==> config.mk <==
export PLATFORM = sky130hd
export DESIGN_NAME = tdc_capture_ctrl
export DESIGN_NICKNAME = d
export VERILOG_FILES = /design/src/rtl/tdc_pkg.sv /design/src/rtl/tdc_hit_detect.sv /design/src/rtl/tdc_capture_ctrl.sv
export SDC_FILE = /design/constraint.sdc
export NUM_CORES = 1
export LEC_CHECK = 0
export ABC_AREA = 1
export BUFFER_PORTS_ARGS = -buffer_cell sky130_fd_sc_hd__buf_2
export CAP_MARGIN = 20
export CORE_MARGIN = 2
export CORE_UTILIZATION = 49
export CTS_CLUSTER_SIZE = 8
export DETAILED_ROUTE_END_ITERATION = 8
export HOLD_SLACK_MARGIN = 0.1
export PLACE_DENSITY = 0.85
export SLEW_MARGIN = 40
export SYNTH_ARGS = -nofsm -noshare
export SYNTH_HDL_FRONTEND = slang
export SYNTH_HIERARCHICAL = 1
export SYNTH_SLANG_ARGS = --single-unit
==> constraint.sdc <==
create_clock -name clk -period 1.35 [get_ports clk]
set_input_delay 0 -clock clk [delete_from_list [all_inputs] [get_ports clk]]
set_output_delay 0 -clock clk [all_outputs]
set_load 0.1 [all_outputs]
==> src/rtl/tdc_pkg.sv <==
// Shared widths, FSM state type and timestamp field layout for the TDC capture path.
package tdc_pkg;

  localparam int NUM_TAPS   = 36;
  localparam int NUM_DECODE = 8;
  localparam int COARSE_W   = 24;

  // Timestamp word is {err, coarse, fine}, fine in the low bits.
  localparam int TS_FINE_LSB   = 0;
  localparam int TS_COARSE_LSB = TS_FINE_LSB + NUM_DECODE;
  localparam int TS_ERR_BIT    = TS_COARSE_LSB + COARSE_W;
  localparam int TS_W          = TS_ERR_BIT + 1;

  typedef enum logic [1:0] {
    IDLE,
    LAUNCH,
    WAIT,
    OUTPUT
  } tdc_state_e;

endpackage

==> src/rtl/tdc_hit_detect.sv <==
// Per-channel hit edge detector: flags the first non-idle sample after an idle one.
module tdc_hit_detect #(
  parameter int   NUM_TAPS = tdc_pkg::NUM_TAPS,
  parameter logic FALLING  = 1'b0
) (
  input  logic                clk,
  input  logic                rst,
  input  logic [NUM_TAPS-1:0] taps,
  output logic                hit
);

  localparam logic [NUM_TAPS-1:0] IDLE_PAT = {NUM_TAPS{FALLING}};

  logic [NUM_TAPS-1:0] prev;

  always_ff @(posedge clk) begin
    if (rst) prev <= IDLE_PAT;
    else     prev <= taps;
  end

  assign hit = (taps != IDLE_PAT) && (prev == IDLE_PAT);

endmodule

==> src/rtl/tdc_capture_ctrl.sv <==
// Capture controller: freezes the tap vector, drives the decoder handshake and
// emits a coarse-tagged timestamp behind a valid/ready interface.
module tdc_capture_ctrl #(
  parameter int   NUM_TAPS   = tdc_pkg::NUM_TAPS,
  parameter int   NUM_DECODE = tdc_pkg::NUM_DECODE,
  parameter int   COARSE_W   = tdc_pkg::COARSE_W,
  parameter logic FALLING    = 1'b0,
  parameter int   TIMEOUT    = 16
) (
  input  logic                           clk,
  input  logic                           rst,
  input  logic                           iEnable,
  input  logic [NUM_TAPS-1:0]            iTaps,
  output logic                           oGo,
  output logic [NUM_TAPS-1:0]            oDecodeIn,
  input  logic                           iFinished,
  input  logic [NUM_DECODE-1:0]          iDecodeOut,
  output logic                           oTsValid,
  output logic [NUM_DECODE+COARSE_W:0]   oTsData,
  input  logic                           iTsReady,
  output logic                           oBusy,
  output logic [7:0]                     oDropCnt
);

  import tdc_pkg::*;

  localparam int TCNT_W = $clog2(TIMEOUT + 1);

  tdc_state_e          state, state_next;
  logic                hit, take, expire;
  logic                go_next, valid_next, busy_next;
  logic [COARSE_W-1:0] coarse, coarse_lat;
  logic [TCNT_W-1:0]   tcnt;

  tdc_hit_detect #(
    .NUM_TAPS (NUM_TAPS),
    .FALLING  (FALLING)
  ) u_hit_detect (
    .clk  (clk),
    .rst  (rst),
    .taps (iTaps),
    .hit  (hit)
  );

  assign take   = (state == IDLE) && hit && iEnable;
  assign expire = (tcnt == TCNT_W'(TIMEOUT - 1));

  always_ff @(posedge clk) begin
    if (rst) begin
      state    <= IDLE;
      oGo      <= 1'b0;
      oTsValid <= 1'b0;
      oBusy    <= 1'b0;
    end else begin
      state    <= state_next;
      oGo      <= go_next;
      oTsValid <= valid_next;
      oBusy    <= busy_next;
    end
  end

  // A finished pulse in the expiry cycle still wins because it is tested first in the datapath.
  always_comb begin
    state_next = state;
    case (state)
      IDLE:    if (take) state_next = LAUNCH;
      LAUNCH:  state_next = WAIT;
      WAIT:    if (iFinished || expire) state_next = OUTPUT;
      OUTPUT:  if (iTsReady) state_next = IDLE;
      default: state_next = IDLE;
    endcase
  end

  always_comb begin
    go_next    = (state_next == LAUNCH);
    valid_next = (state_next == OUTPUT);
    busy_next  = (state_next != IDLE);
  end

  always_ff @(posedge clk) begin
    if (rst) begin
      coarse     <= '0;
      coarse_lat <= '0;
      oDecodeIn  <= '0;
      tcnt       <= '0;
      oTsData    <= '0;
      oDropCnt   <= '0;
    end else begin
      coarse <= coarse + 1'b1;
      if (take) begin
        oDecodeIn  <= iTaps;
        coarse_lat <= coarse;
      end
      if (state == LAUNCH)               tcnt <= '0;
      else if (state == WAIT && !expire) tcnt <= tcnt + 1'b1;
      if (state == WAIT) begin
        if (iFinished)   oTsData <= {1'b0, coarse_lat, iDecodeOut};
        else if (expire) oTsData <= {1'b1, coarse_lat, {NUM_DECODE{1'b0}}};
      end
      // Hits that arrive while a transaction is in flight are lost; count them.
      if (state != IDLE && hit && iEnable && oDropCnt != 8'hFF)
        oDropCnt <= oDropCnt + 1'b1;
    end
  end

endmodule
==> metrics <==
Setup Crit Path Kind=primary input to flop; YS warnings=6; failing checks=setup timing; Max Buffers Root-to-Sink=2; area of the core=between 10000 and 15000 sq um; P&R area growth vs syn=51.1%; Tcrit/Tclk final=140%; Top Ports=about 130; Setup violations, final=116; Vias=between 6000 and 7000; Seq cells post-synth=between 150 and 200; synthesized area=6470 sq um; Final WS setup=-546 ps; crit path DAT=approximately 2200 ps; # rows=between 40 and 50; die area=14100 sq um; crit path max fanout=10; # diodes=0; Sw Share=21.3%; Critical-path top delay cell=dlygate4sd3_1; outcome=finished, violations left; top cell type's share of synthesized area=between 50% and 60%; Layout fillers=721; Max VDD drop=roughly 700 uV; worst-margin pin slew=528 ps; CP Launch Point=iTaps[31]; overflow left after global routing=0; Largest delay share family, worst path=buffers and inverters; Slew Limit Fails=0; RD Place Congestion=0.834; Avg Cell Area, Syn=7.48 sq um; leakage power=between 4 and 5 nW; initial core utilization=just over 50%; Die W=~120 um; Worst Path Buf+Inv=7; sequential power share=~47%; Root Driver=clkbuf_16; Post-synth top flop=dfxtp_1; Fin Hold WS=around 130 ps; H-tree Lvls=4; Design Area, Final=just under 10000 sq um; antenna violations before repair=0; Yosys cell types=29; HPWL reported at the end of detailed placement=approximately 11 mm; Worst-Skew Late Latency=430 ps; Initial DRC Count=roughly 720; total negative slack=-38650 ps; hold wc startpoint=iEnable; slowest stage delay, CP=about 580 ps; Worst setup EP type=flop; share of layout cells above drive strength 1=34.2%; hold crit path type=primary input to flop; drt wl/cell=17.0 um; most numerous cell in the Yosys netlist=nor2_1; CTS Sinks=roughly 170; vias in the first global route=a little under 7000; unrepaired setup endpoints after global routing=yes; Worst EP required=around 1700 ps; Synth area leaders=dfxtp_1 53%, nor2_1 17%, o21ai_0 7.6%; Final #Nets=1161; max_cap viols=0; Post-synth top cells=294 x nor2_1, 171 x dfxtp_1, 98 x o21ai_0; sw power=~2.3 mW; pin count of the biggest net entering global routing=77; clock skew=between 7 and 8 ps; Startpoint Class=primary input; Clock transition at path regs=60 ps; crit path cell chain=buf_2 -> dlygate4sd3_1 -> inv_1 -> nand3_1 -> nor2_1 -> nand2_1 -> nor2_1 -> nor2_2 -> nand2_2 -> inv_2 -> nand2_4 -> clkinv_8 -> buf_12 -> clkbuf_16 -> nor2_1 -> nor2_1; fin crit period=roughly 1900 ps; total CTS buffers=17; Worst path most repeated cell=nor2_1; first-pass GRT wire length=around 32 mm; DP Area=just under 8000 sq um; normalized max-slew margin=between 60% and 70%; GRT Total Usage=28.9%; number of synthesized flops with an enable pin=0; Clk pwr share=between 40% and 50%; reg2reg start=u_hit_detect/prev[20]; pwr/cell area=about 1100 nW/um^2; Final Hold Viols=0; drt drc=0; WL final=approximately 22 mm; Yosys top cell by area=dfxtp_1; sequential share of the synthesized area=between 50% and 60%; drt first pass iters=6; Post-DRT Antenna Nets=0; via-per-instance ratio=approximately 5.4; CTS tree=done; IO buf count=128; Overall Power=10.9 mW; Synth async-reset ratio=0%; maximum clock rate=approximately 0.53 GHz; chip height=119 um; Power Internal=around 8.5 mW; Post-Synthesis Cells=between 800 and 900; logic gate share of total power=6.0%; Post-Syn Nets=slightly above 900
worst register-to-register path, delay by kind of cell, from the launching register on:
family / cells / cell delay (ps)
AOI/OAI and AO/OA: 1 / 280
and+or+nand+nor: 10 / 900
DFF: 1 / 310
buffers and inverters: 2 / 280
metal layers:
| layer | track usage [%] | wire length [um] | vias to the layer above |
|---|---|---|---|
| met5 | 0 | 0 | - |
| met4 | 16.0 | 988 | 0 |
| met3 | 6.37 | 1290 | 95 |
| met2 | 52.0 | 11400 | 352 |
| met1 | 31.3 | 8220 | 3312 |
| li1 | - | - | 3196 |
cells by family (layout without fill, tap and decap cells):
kind of cell / count (synthesis) / after routing / share of synthesized area, %
buf+inv: 108 / 362 / 7.21
xor+xnor: 5 / 5 / 0.676
fa+ha+maj: 4 / 4 / 0.773
simple gates: 441 / 441 / 27.6
compound gates: 137 / 137 / 10.8
flops: 171 / 171 / 52.9
per-stage QoR:
stage	utilization, %	setup slack, ps	instances
2_1_floorplan	-	-83.9	866
3_3_place_gp	60.3	-296	1189
3_5_place_dp	60.3	-332	1189
4_1_cts	74.1	-368	1285
5_1_grt	76.6	-692	1292
6_report	76.6	-546	1292
repair_timing:
| action | 4_1_cts | 5_1_grt |
|---|---|---|
| pin swaps | 17 | 26 |
| gates cloned | 6 | 1 |
| resized for setup | 186 | 74 |
| setup endpoints to repair | 114 | 130 |
| hold endpoints to repair | 86 | 0 |
| hold buffers | 51 | 0 |
| setup buffers | 8 | 7 |
registers in the layout (all words and copies together) (netlist names):
name and count:
coarse_lat 24, state 2, oTsData 33, oDecodeIn 36, oTsValid 1, oGo 1
coarse 24, u_hit_detect/prev 36, tcnt 5, oDropCnt 8, oBusy 1
cell usage in the layout (no fill, tap or decap), drive strengths merged:
| master | synthesis | final |
|---|---|---|
| o21a | 1 | 1 |
| a31oi | 1 | 1 |
| clkinv | 0 | 3 |
| nand2 | 99 | 99 |
| xor2 | 4 | 4 |
| clkbuf | 9 | 28 |
| dlygate4sd3 | 0 | 51 |
| a21oi | 36 | 36 |
| nor3 | 7 | 7 |
| or2 | 1 | 1 |
| bufinv | 0 | 2 |
| dfxtp | 171 | 171 |
| o21ai | 99 | 99 |
| inv | 73 | 76 |
| buf | 26 | 202 |
| nand3 | 19 | 19 |
| nand4 | 8 | 8 |
| nor2 | 306 | 306 |
| xnor2 | 1 | 1 |
| and2 | 1 | 1 |
| ha | 4 | 4 |
power groups by stage:
stage / Clock [mW] / Combinational, mW / Sequential [mW]
2_1_floorplan: 0 / 0.222 / 5.24
3_3_place_gp: 0 / 0.449 / 5.23
3_5_place_dp: 0 / 0.456 / 5.24
4_1_cts: 5.05 / 0.607 / 5.13
5_1_grt: 5.31 / 0.713 / 5.14
6_report: 5.06 / 0.656 / 5.13
path summary, 6_finish.rpt:
check	endpoint	cells past startpoint	slack [ps]
worst max register to register	coarse_lat[13]	13	-520
worst min-delay path	oDropCnt[1]	7	130
worst min register to register	coarse[0]	1	450
worst max-delay path	oDecodeIn[2]	16	-550
cell type report:
type / count / area [sq um] / share of cell area [%]
Sequential cell: 171 / 3470 / 35.5
Multi-Input combinational cell: 587 / 3140 / 32.1
Timing Repair Buffer: 255 / 1970 / 20.2
Clock buffer: 26 / 541 / 5.53
Inverter: 73 / 303 / 3.10
Tap cell: 172 / 215 / 2.20
Clock inverter: 5 / 76.3 / 0.780
Timing Repair inverter: 3 / 60.1 / 0.614
No activity file was read; power rests on OpenSTA's default activity.
